[src/rtl/instr_loader.sv]
// Instruction-memory program loader: assembles an MSB-first byte stream into
// 32-bit words, writes them to consecutive addresses and holds the CPU meanwhile.
module instr_loader #(
  parameter int unsigned DEPTH  = 56,
  parameter int unsigned ADDR_W = 6,
  parameter int unsigned DATA_W = 32
) (
  input  logic              reloj,
  input  logic              reset,
  input  logic              start,
  input  logic              abort,
  input  logic [ADDR_W-1:0] n_words,
  input  logic [7:0]        byte_in,
  input  logic              byte_valid,
  output logic              byte_ready,
  output logic              wr_en,
  output logic [ADDR_W-1:0] wr_addr,
  output logic [DATA_W-1:0] wr_data,
  output logic              cpu_hold,
  output logic              done,
  output logic [ADDR_W-1:0] word_count
);

  typedef enum logic [1:0] {
    IDLE  = 2'd0,
    RECV  = 2'd1,
    WRITE = 2'd2,
    DONE  = 2'd3
  } state_t;

  localparam logic [ADDR_W-1:0] DEPTH_A = ADDR_W'(DEPTH);

  state_t            state;
  state_t            state_next;
  logic [1:0]        byte_idx;
  logic [ADDR_W-1:0] target;
  logic              load;
  logic              accept;
  logic              last_word;

  assign last_word = (ADDR_W'(word_count + 1'b1) == target);

  // Next-state decode; abort wins over a same-cycle byte.
  always_comb begin
    state_next = state;
    load       = 1'b0;
    accept     = 1'b0;
    case (state)
      IDLE, DONE: begin
        if (start) begin
          load       = 1'b1;
          state_next = RECV;
        end
      end
      RECV: begin
        if (abort) begin
          state_next = IDLE;
        end else if (byte_valid) begin
          accept = 1'b1;
          if (byte_idx == 2'd3) state_next = WRITE;
        end
      end
      WRITE: begin
        state_next = last_word ? DONE : RECV;
      end
      default: state_next = IDLE;
    endcase
  end

  // State, datapath and status flags registered from the next state.
  always_ff @(posedge reloj) begin
    if (reset) begin
      state      <= IDLE;
      byte_idx   <= 2'd0;
      target     <= DEPTH_A;
      wr_addr    <= '0;
      wr_data    <= '0;
      word_count <= '0;
      byte_ready <= 1'b0;
      wr_en      <= 1'b0;
      cpu_hold   <= 1'b0;
      done       <= 1'b0;
    end else begin
      state      <= state_next;
      byte_ready <= (state_next == RECV);
      wr_en      <= (state_next == WRITE);
      cpu_hold   <= (state_next == RECV) || (state_next == WRITE);
      done       <= (state_next == DONE);
      if (load) begin
        target     <= ((n_words == '0) || (n_words > DEPTH_A)) ? DEPTH_A : n_words;
        wr_addr    <= '0;
        byte_idx   <= 2'd0;
        word_count <= '0;
      end
      if (accept) begin
        wr_data  <= {wr_data[DATA_W-9:0], byte_in};
        byte_idx <= byte_idx + 2'd1;
      end
      if (state == WRITE) begin
        word_count <= ADDR_W'(word_count + 1'b1);
        if (!last_word) wr_addr <= ADDR_W'(wr_addr + 1'b1);
      end
    end
  end

endmodule

[config.mk]
export PLATFORM = sky130hd
export DESIGN_NAME = instr_loader
export DESIGN_NICKNAME = d
export VERILOG_FILES = /design/src/rtl/instr_loader.sv
export SDC_FILE = /design/constraint.sdc
export NUM_CORES = 1
export LEC_CHECK = 0
export BUFFER_PORTS_ARGS = -buffer_cell sky130_fd_sc_hd__buf_4
export CAP_MARGIN = 0
export CORE_ASPECT_RATIO = 0.6
export CORE_MARGIN = 4
export CORE_UTILIZATION = 55
export DETAILED_ROUTE_END_ITERATION = 8
export GPL_TIMING_DRIVEN = 0
export PLACE_DENSITY = 0.81
export SYNTH_ARGS = -nofsm -noshare
export SYNTH_HDL_FRONTEND = slang
export SYNTH_SLANG_ARGS = --single-unit
[constraint.sdc]
create_clock -name reloj -period 5.5 [get_ports reloj]
set_input_delay 0.275 -clock reloj [delete_from_list [all_inputs] [get_ports reloj]]
set_output_delay 0.275 -clock reloj [all_outputs]
set_load 0.005 [all_outputs]
Word-level counts from Yosys, hierarchy flattened
Cells that the tools add are included.

word-level totals
  flip-flop bits (word level) = 58
  output and inout port bits = 48

operators by class
  add/sub/neg operators = 3
  mux-type cells = 19
  reductions and logical operators = 7
  order comparisons = 1
  equality and inequality tests = 8

operators with widths
  kind                                                 number
  two-way mux 6 bit                                    6
  two-way mux 2 bit                                    7
  adder 6 x 1 -> 6 bit, second input constant          2
  equality test 2 bit, second input constant           5
  equality test 6 bit                                  1
  > comparator 6 bit, second input constant            1
  logical NOT 6 bit                                    1
  one-hot mux 2 bit (3 select lines)                   1
  two-way mux 1 bit                                    5
  equality test 2 x 1 -> 1 bit, second input constant  2
  nonzero test 2 bit                                   2
  adder 2 x 1 -> 2 bit, second input constant          1
  logical NOT 2 bit                                    1
  logical OR 1 bit                                     2
  OR reduction 2 bit                                   1

Longest topological paths before layout
Gate-level depths: netlist of the first run.

  depth after elaboration = 7
  gate-level depth with buffers = 9
  depth with buffers taken out = 9

Worst setup path before layout of the first run
OpenSTA, ideal clock, no wires.

  path kind = reg-to-reg
  start point = reg word_count[0]
  end point = reg done
  cell stages (with the launch flop) = 9
  data required time = 5.373 ns
  buffers on the path = 0
  clock period less this slack = 2.092 ns
  arrival time = 1.966 ns
  setup slack = 3.408 ns
  cells stage by stage = dfxtp_1 ha_1 and3b_1 or3_4 a31o_4 a31oi_2 inv_1 ha_1 nor2b_1

between the ends
  cells in the longest elaborated chain, start to end = 5

RTL lines
  element                             line  source
  from (decl)                         21    output logic [ADDR_W-1:0] word_count
  from (signal assigned)              100   word_count <= ADDR_W'(word_count + 1'b1);
  adder 6 x 1 -> 6 bit                41    assign last_word = (ADDR_W'(word_count + 1'b1) == target);
  equality test 6 bit                 41
  two-way mux 2 bit                   64    state_next = last_word ? DONE : RECV;
  one-hot mux 2 bit (3 select lines)  48    case (state)
  named net state_next[1]             34    state_t state_next;
  equality test 2 bit                 88    done <= (state_next == DONE);
  to (signal assigned)                88
  to (decl)                           20    output logic done,

The timed path passes the listed nets, and every way through them passes these cells.
A chain may end at the register's enable or synchronous reset.

Worst setup path after layout of the first run
  start point = reg word_count[0]
  end point = reg wr_en

between the ends
  cells in the longest elaborated chain, start to end = 5

RTL lines
  element                             line  source
  adder 6 x 1 -> 6 bit                41
  equality test 6 bit                 41
  two-way mux 2 bit                   64
  one-hot mux 2 bit (3 select lines)  48
  named net state_next[1]             34
  equality test 2 bit                 86    wr_en <= (state_next == WRITE);
  to (signal assigned)                86
  to (decl)                           16    output logic wr_en,

The timed path passes the listed nets, and every way through them passes these cells.

==> results of run 1 <==
==> per-stage QoR <==
step	hold WS, ns	cells
after global routing	0.1670	458
after global placement	0.4439	442
after detailed placement	0.4488	442
after floorplan	0.4110	314
after CTS	0.1662	458
final	0.1706	458
==> report_power, final <==
group          switching (mW)  internal, mW  total, mW
Combinational          0.0425        0.0279     0.0703
Sequential            0.00529         0.427      0.433
Clock                   0.180         0.302      0.482
Total                   0.228         0.758      0.985
==> final timing paths <==
path | slack (ns) | to | from
setup / recovery | 3.14 | wr_en$_SDFF_PP0_ | word_count[0]$_SDFFE_PP0P_
setup reg to reg | 3.14 | wr_en$_SDFF_PP0_ | word_count[0]$_SDFFE_PP0P_
hold reg to reg | 0.46 | wr_data[26]$_SDFFE_PP0P_ | wr_data[26]$_SDFFE_PP0P_
hold / removal | 0.17 | wr_data[4]$_SDFFE_PP0P_ | byte_in[4]
==> cells in the mapped netlist, types with 3 or more instances <==
master,instances,share of area
a22oi_1,3,0.0087
o22ai_1,3,0.0072
xnor2_1,4,0.013
nor2b_1,6,0.014
o21ai_0,5,0.0096
dfxtp_1,58,0.45
inv_1,4,0.0058
nand2_1,73,0.11
and2_1,3,0.0072
nor3_1,6,0.012
nand3b_1,3,0.0087
nor3b_1,7,0.020
o21bai_1,4,0.012
a21oi_1,41,0.079
ha_1,8,0.039
nor4b_1,5,0.017
clkbuf_1,18,0.026
nor2_1,17,0.025
nand3_1,7,0.013
a31oi_1,5,0.012
nand2b_1,3,0.0072
==> cells by family (layout without fill, tap and decap cells) <==
| group | after synthesis | after routing | synth area share |
|---|---|---|---|
| fa+ha+maj | 8 | 8 | 0.03857 |
| flops | 58 | 58 | 0.4474 |
| xor+xnor | 6 | 6 | 0.02025 |
| simple gates | 144 | 144 | 0.2772 |
| compound gates | 71 | 71 | 0.1697 |
| mux | 3 | 3 | 0.01205 |
| buf+inv | 24 | 105 | 0.03471 |
==> state kept, by name, summed over array words and instances (netlist names) <==
register,flops
wr_data,32
target,6
word_count,6
wr_addr,6
byte_idx,2
state,2
byte_ready,1
cpu_hold,1
done,1
wr_en,1
==> cell type report <==
| type | count | area [sq um] |
|---|---|---|
| flip-flops and latches | 58 | 1161 |
| inverters | 4 | 15.01 |
| plain buffers | 20 | 75.07 |
| well taps | 63 | 78.83 |
| fillers | 375 | 1160 |
| clock buffers | 10 | 127.6 |
| clock inverters | 6 | 115.1 |
| multi-input cells | 232 | 1344 |
| repair buffers | 65 | 488.0 |
==> per-layer routing <==
layer  share of wire  track usage  wire, microns  up-vias
li1                -            -              -     1242
met1            0.47       0.3218           3232     1185
met4           0.015       0.1040            103        0
met3           0.092      0.09276            642        9
met5               0            0              0        -
met2            0.43       0.3461           2969      117
==> cells in the final DEF (no fill, tap or decap), drive strengths merged, types with 4 or more instances in the layout <==
master and n:
nand2 73, buf 67, dfxtp 58, a21oi 41, clkbuf 28, nor2 17, ha 8, nand3 7
nor3b 7, nor2b 6, nor3 6, a31oi 6, o21ai 5, nor4b 5, inv 4, xnor2 4
o21bai 4
==> worst reg2reg max path, stage by stage (launching register included) <==
cell and delay [ns]:
dfxtp_1 0.38, ha_1 0.29, and3b_1 0.18, or3_4 0.37, a31o_4 0.27, a31oi_2 0.30, inv_1 0.11, ha_1 0.21
nor2b_1 0.13
==> flow_summary.json, run 1 <==
{
  "arrival_ns": 2.57,
  "ant_nets": 0,
  "fmax_ghz": 0.4237,
  "seq_area_frac_synth": 0.4474,
  "hold_violations": 0,
  "pre_cts_slack_ns": 3.222,
  "cts_resized": 0,
  "gp_congestion": 0.8481,
  "track_usage": 0.2391,
  "core_sq_um": 4564,
  "post-route-drc-count": 0,
  "cts_max_level": 3,
  "netlist-cell-type-count": 45,
  "finalSetupTns_ns": 0,
  "worst_pin_slew_ns": 0.6147,
  "finalCritPeriodShare": 0.4292,
  "setup_viol": 0,
  "r2r_cells": 8,
  "path_buf_inv": 1,
  "vias": 2553,
  "outcome": "finished clean",
  "max_stage_delay_ns": 0.38,
  "dpl_cell_area_sq_um": 3162,
  "grt_pass1_wl_mm": 10.98,
  "io_pins": 67,
  "cts.sinks": 58,
  "dieHeight_microns": 61.21,
  "power_density_nw_per_um2": 289.4,
  "cts_hold_buf": 0,
  "first_global_vias": 2322,
  "ir_drop_mv": 0.1883,
  "grt-ovfl-total": 0,
  "antenna_cells": 0,
  "start_util": 0.5685,
  "p_leak_nw": 1.371,
  "antenna_found_initial": 0,
  "final_cell_area_sq_um": 3405,
  "path_delay_family": "simple AND/OR/NAND/NOR gates",
  "nNetsFinal": 417,
  "synth-main-ff-cell": "dfxtp_1",
  "clk_latency_ns": 0.34,
  "syn_inst": 314,
  "yosys_warnings": 0,
  "num_rows": 19,
  "holdPathStages": 3,
  "total_power_uw": 985.4,
  "criticalPathCategory": "flip-flop to flip-flop",
  "via_per_inst": 5.574,
  "drive_above_1_share": 0.2203,
  "portBuffers": 65,
  "worst-path-stages": 8,
  "clk_pin_slew_worst_paths_ns": 0.07,
  "path_cells": "ha_1, and3b_1, or3_4, a31o_4, a31oi_2, inv_1, ha_1, nor2b_1",
  "die_area_sq_um": 5917,
  "cts_buffer_depth": 2,
  "final_util": 0.7459,
  "cts_made_buffers": 9,
  "drtPass1Iterations": 4,
  "min_path_type": "primary input to flip-flop",
  "cp_slowest_cell": "dfxtp_1",
  "area_growth_pct": 31.20,
  "crit_fanout": 6,
  "dpl.hpwl_mm": 4.889,
  "critPathRequiredTime_ns": 5.71,
  "maxSlewViolCount": 0,
  "routed_wl_mm": 6.947,
  "ys_ff_latch": 58,
  "clockRootBuffer": "clkbuf_8",
  "worstSetupEndpointType": "flip-flop",
  "syn_avg_cell_area_sq_um": 8.264,
  "worst_slack_ns": 3.140,
  "maxCapViolCount": 0,
  "layout_min_cycle_time_ns": 2.360,
  "max_slew_margin": 0.5883,
  "grt_setup_unrepaired": "no",
  "cts_tree": "built",
  "synth-async-reset-ratio": 0,
  "drt_iter0_markers": 148,
  "fin_skew_ns": 0.006428,
  "cts_setup_buffers": 0,
  "die_x_microns": 96.68,
  "syn_area_sq_um": 2595,
  "cp_common_cell": "ha_1",
  "grt_max_degree": 12,
  "wire_per_inst_microns": 15.17,
  "mappedNetlistNets": 341,
  "synth_edf_count": 0,
  "crit_path_start_kind": "flip-flop"
}
Power figures use the tool's default switching activity.
==> run 2: changes to the inputs <==
- ABC_AREA: default -> 1
- CORE_UTILIZATION: 55 -> 47
- PLACE_DENSITY: 0.81 -> 0.73
- clock period: 5.5 -> 2 ns (I/O delays scaled with it)
==> run 2 against run 1 <==
Net effect: highest routed layer unchanged; area after synthesis is 3.5% lower; synthesized cell count up 8.9%; first-iteration DRC count is 19% higher; core utilization down 7.0 points; sequential power grew to 2.8 times the previous value; fmax grew 24%; non-clock buffer count increased by 8; global-route usage decreased by 2.6 points; register-to-register slack worse by 3.0 ns.
==> flow_summary.json, run 2 <==
{
  "maxCapViolCount": 0,
  "worst_slack_ns": 0.09728,
  "fmax_ghz": 0.5256,
  "cts_max_level": 3,
  "synth_mux_area_frac": 0,
  "clk_pin_slew_worst_paths_ns": 0.06,
  "die_x_microns": 102.2,
  "num_rows": 20,
  "arrival_ns": 2.12,
  "synth_edf_count": 0,
  "seq_area_sq_um": 1171,
  "max_slew_margin": 0.5540,
  "dieHeight_microns": 64.55,
  "yosysTopAreaCell": "dfxtp_1",
  "grt_pass1_wl_mm": 10.86,
  "synth_top_family_by_area": "simple AND/OR/NAND/NOR gates",
  "yosys_warnings": 0,
  "final_util": 0.6762,
  "finalCritPeriodShare": 0.9514,
  "nNetsFinal": 457,
  "dp_cells": 473,
  "p_seq_frac": 0.462,
  "p_sw_frac": 0.2280,
  "intPower_mw": 1.999,
  "power.share.clock": 0.457,
  "timing.hold.ws_ns": 0.01449,
  "setup_viol": 0,
  "worst_pin_slew_ns": 0.6666,
  "critPathRequiredTime_ns": 2.21,
  "seq_area_frac_synth": 0.4635,
  "netlist_top_cells_count": "120 x nand2_1, 58 x dfxtp_1, 47 x a21oi_1",
  "criticalPathCategory": "flip-flop to flip-flop",
  "rrSetupSlack_ns": 0.1,
  "multi_input_area_sq_um": 1246,
  "die_area_sq_um": 6600,
  "p_leak_nw": 1.490,
  "first_global_vias": 2239,
  "pwr-share-comb": 0.081,
  "r2r_cells": 13,
  "regMostFlops": "wr_data",
  "p_sw_uw": 590.2,
  "power_density_nw_per_um2": 750.0,
  "crit_fanout": 2,
  "pre_cts_slack_ns": -0.3938,
  "clk_latency_ns": 0.34,
  "layout_commonest_cell": "nand2_1",
  "ant_nets": 0,
  "synth_fa_ha_area_frac": 0.03996,
  "final_cell_mix": "113 x nand2_1, 75 x buf_4, 54 x dfxtp_1",
  "clockRootBuffer": "clkbuf_8",
  "synth_most_common_cell": "nand2_1",
  "hold_start": "n_words[1]",
  "cts_buffer_depth": 2,
  "finalSetupTns_ns": 0,
  "wire_per_inst_microns": 13.60,
  "holdPathEnd": "target[1]$_SDFFE_PP0P_",
  "ys_ff_latch": 58,
  "antenna_found_initial": 0,
  "gp_congestion": 0.8451,
  "mappedNetlistNets": 369,
  "core_sq_um": 5105,
  "total_power_mw": 2.589,
  "drtPass1Iterations": 4,
  "grt_max_degree": 11,
  "layout.cells.non_filler": 501,
  "holdPathStages": 3,
  "post-route-drc-count": 0,
  "largest_reg_flops": 32,
  "synthXorXnorAreaFrac": 0.02098,
  "area_growth_pct": 37.81,
  "fin_skew_ns": 0.005144,
  "syn_avg_cell_area_sq_um": 7.324,
  "portBuffers": 65,
  "layout_min_cycle_time_ns": 1.903,
  "grt-ovfl-total": 0,
  "min_path_type": "primary input to flip-flop",
  "netlist-cell-type-count": 25,
  "hold_violations": 0,
  "start_util": 0.4907,
  "syn_area_sq_um": 2505,
  "crit_path_start_kind": "flip-flop",
  "antenna_cells": 0,
  "final_cell_area_sq_um": 3452,
  "dpl_cell_area_sq_um": 3075,
  "cts.sinks": 58,
  "n_fill_cell": 440,
  "via_per_inst": 4.998,
  "outcome": "finished clean",
  "drive_above_1_share": 0.2736,
  "routed_wl_mm": 6.816,
  "drt_iter0_markers": 176,
  "vias": 2504,
  "syn_inst": 342,
  "maxSlewViolCount": 0,
  "post-synth-top-area-fraction": 0.4635,
  "cts_made_buffers": 9,
  "dpl.hpwl_mm": 4.806,
  "ir_drop_mv": 0.4966,
  "synth.area.top_cells": "dfxtp_1 46%, nand2_1 18%, a21oi_1 9.4%, nand3_1 4.6%, ha_1 4.0%",
  "synth-async-reset-ratio": 0,
  "rr_startpoint": "word_count[0]$_SDFFE_PP0P_",
  "cts_tree": "built",
  "synth-simple-area-share": 0.2927,
  "worstSetupEndpointType": "flip-flop",
  "synth-main-ff-cell": "dfxtp_1",
  "track_usage": 0.2134,
  "io_pins": 67,
  "synth_compound_area_frac": 0.1234,
  "reg2reg_to": "cpu_hold$_SDFF_PP0_"
}
-- run 2: changes by cell type after synthesis, moves of 6 or more --
cell	previous run	this run
inv_1	4	21
a21oi_1	41	47
nand2_1	73	120
nand3_1	7	23
clkbuf_1	18	11
nor2b_1	6	0
nor3b_1	7	0
-- run 2: cell type report --
type	count	share of cell area
clock buffer	12	0.04204
timing repair buffer	77	0.1689
clock inverter	4	0.02175
multi-input combinational	246	0.3610
tap	66	0.02392
sequential	58	0.3393
buffer	16	0.01921
inverter	22	0.02392
-- run 2: logic make-up (layout without fill, tap and decap cells) --
group,Yosys count,count (layout)
and+or+nand+nor,172,172
adders and majority gates,8,8
AOI/OAI and AO/OA,60,60
DFF,58,58
buffers and inverters,38,131
xor gates and xnor gates,6,6
-- run 2: power by group through the flow --
stage	Combinational [mW]	Clock [mW]	Sequential, mW
finish	0.210	1.18	1.20
global route	0.236	1.26	1.20
CTS	0.196	1.20	1.20
detailed placement	0.190	0	1.22
global placement	0.183	0	1.22
floorplan	0.110	0	1.22
-- run 2: worst max-delay path, stage by stage, from the launching register on --
cell and delay [ns]:
dfxtp_4 0.35, ha_4 0.27, xnor2_1 0.10, nand2_1 0.10, nor2_4 0.13, nand2_2 0.07
nor2_4 0.09, nand3_2 0.09, nand2_1 0.10, nand2_2 0.07, nand2_2 0.07, inv_1 0.04
ha_1 0.26, nor2_1 0.03
-- run 2: how the worst max path moves through the flow --
| stage | start | end | slack (ns) | depth (start not counted) |
|---|---|---|---|---|
| 6_report | word_count[0]$_SDFFE_PP0P_ | cpu_hold$_SDFF_PP0_ | 0.1 | 13 |
| 5_1_grt | word_count[1]$_SDFFE_PP0P_ | cpu_hold$_SDFF_PP0_ | -0.05 | 16 |
| 4_1_cts | word_count[0]$_SDFFE_PP0P_ | cpu_hold$_SDFF_PP0_ | 0.006 | 16 |
| 3_5_place_dp | word_count[0]$_SDFFE_PP0P_ | cpu_hold$_SDFF_PP0_ | -0.39 | 16 |
| 3_3_place_gp | word_count[0]$_SDFFE_PP0P_ | cpu_hold$_SDFF_PP0_ | -0.27 | 16 |
| 2_1_floorplan | word_count[0]$_SDFFE_PP0P_ | cpu_hold$_SDFF_PP0_ | 0.03 | 13 |
-- run 2: layer usage --
metal,up-vias,share of wire,global-route usage
li1,1276,-,-
met1,1145,0.47,0.2975
met2,78,0.43,0.3058
met3,5,0.092,0.08925
met4,0,0.0051,0.04910
met5,-,0,0
-- run 2: what timing repair did --
| action | 4_1_cts | 5_1_grt |
|---|---|---|
| hold buffers | 2 | 0 |
| pin swaps | 3 | 12 |
| resized for setup | 11 | 9 |
| setup buffers | 4 | 6 |
| hold endpoints to repair | 2 | 0 |
| setup endpoints to repair | 5 | 4 |
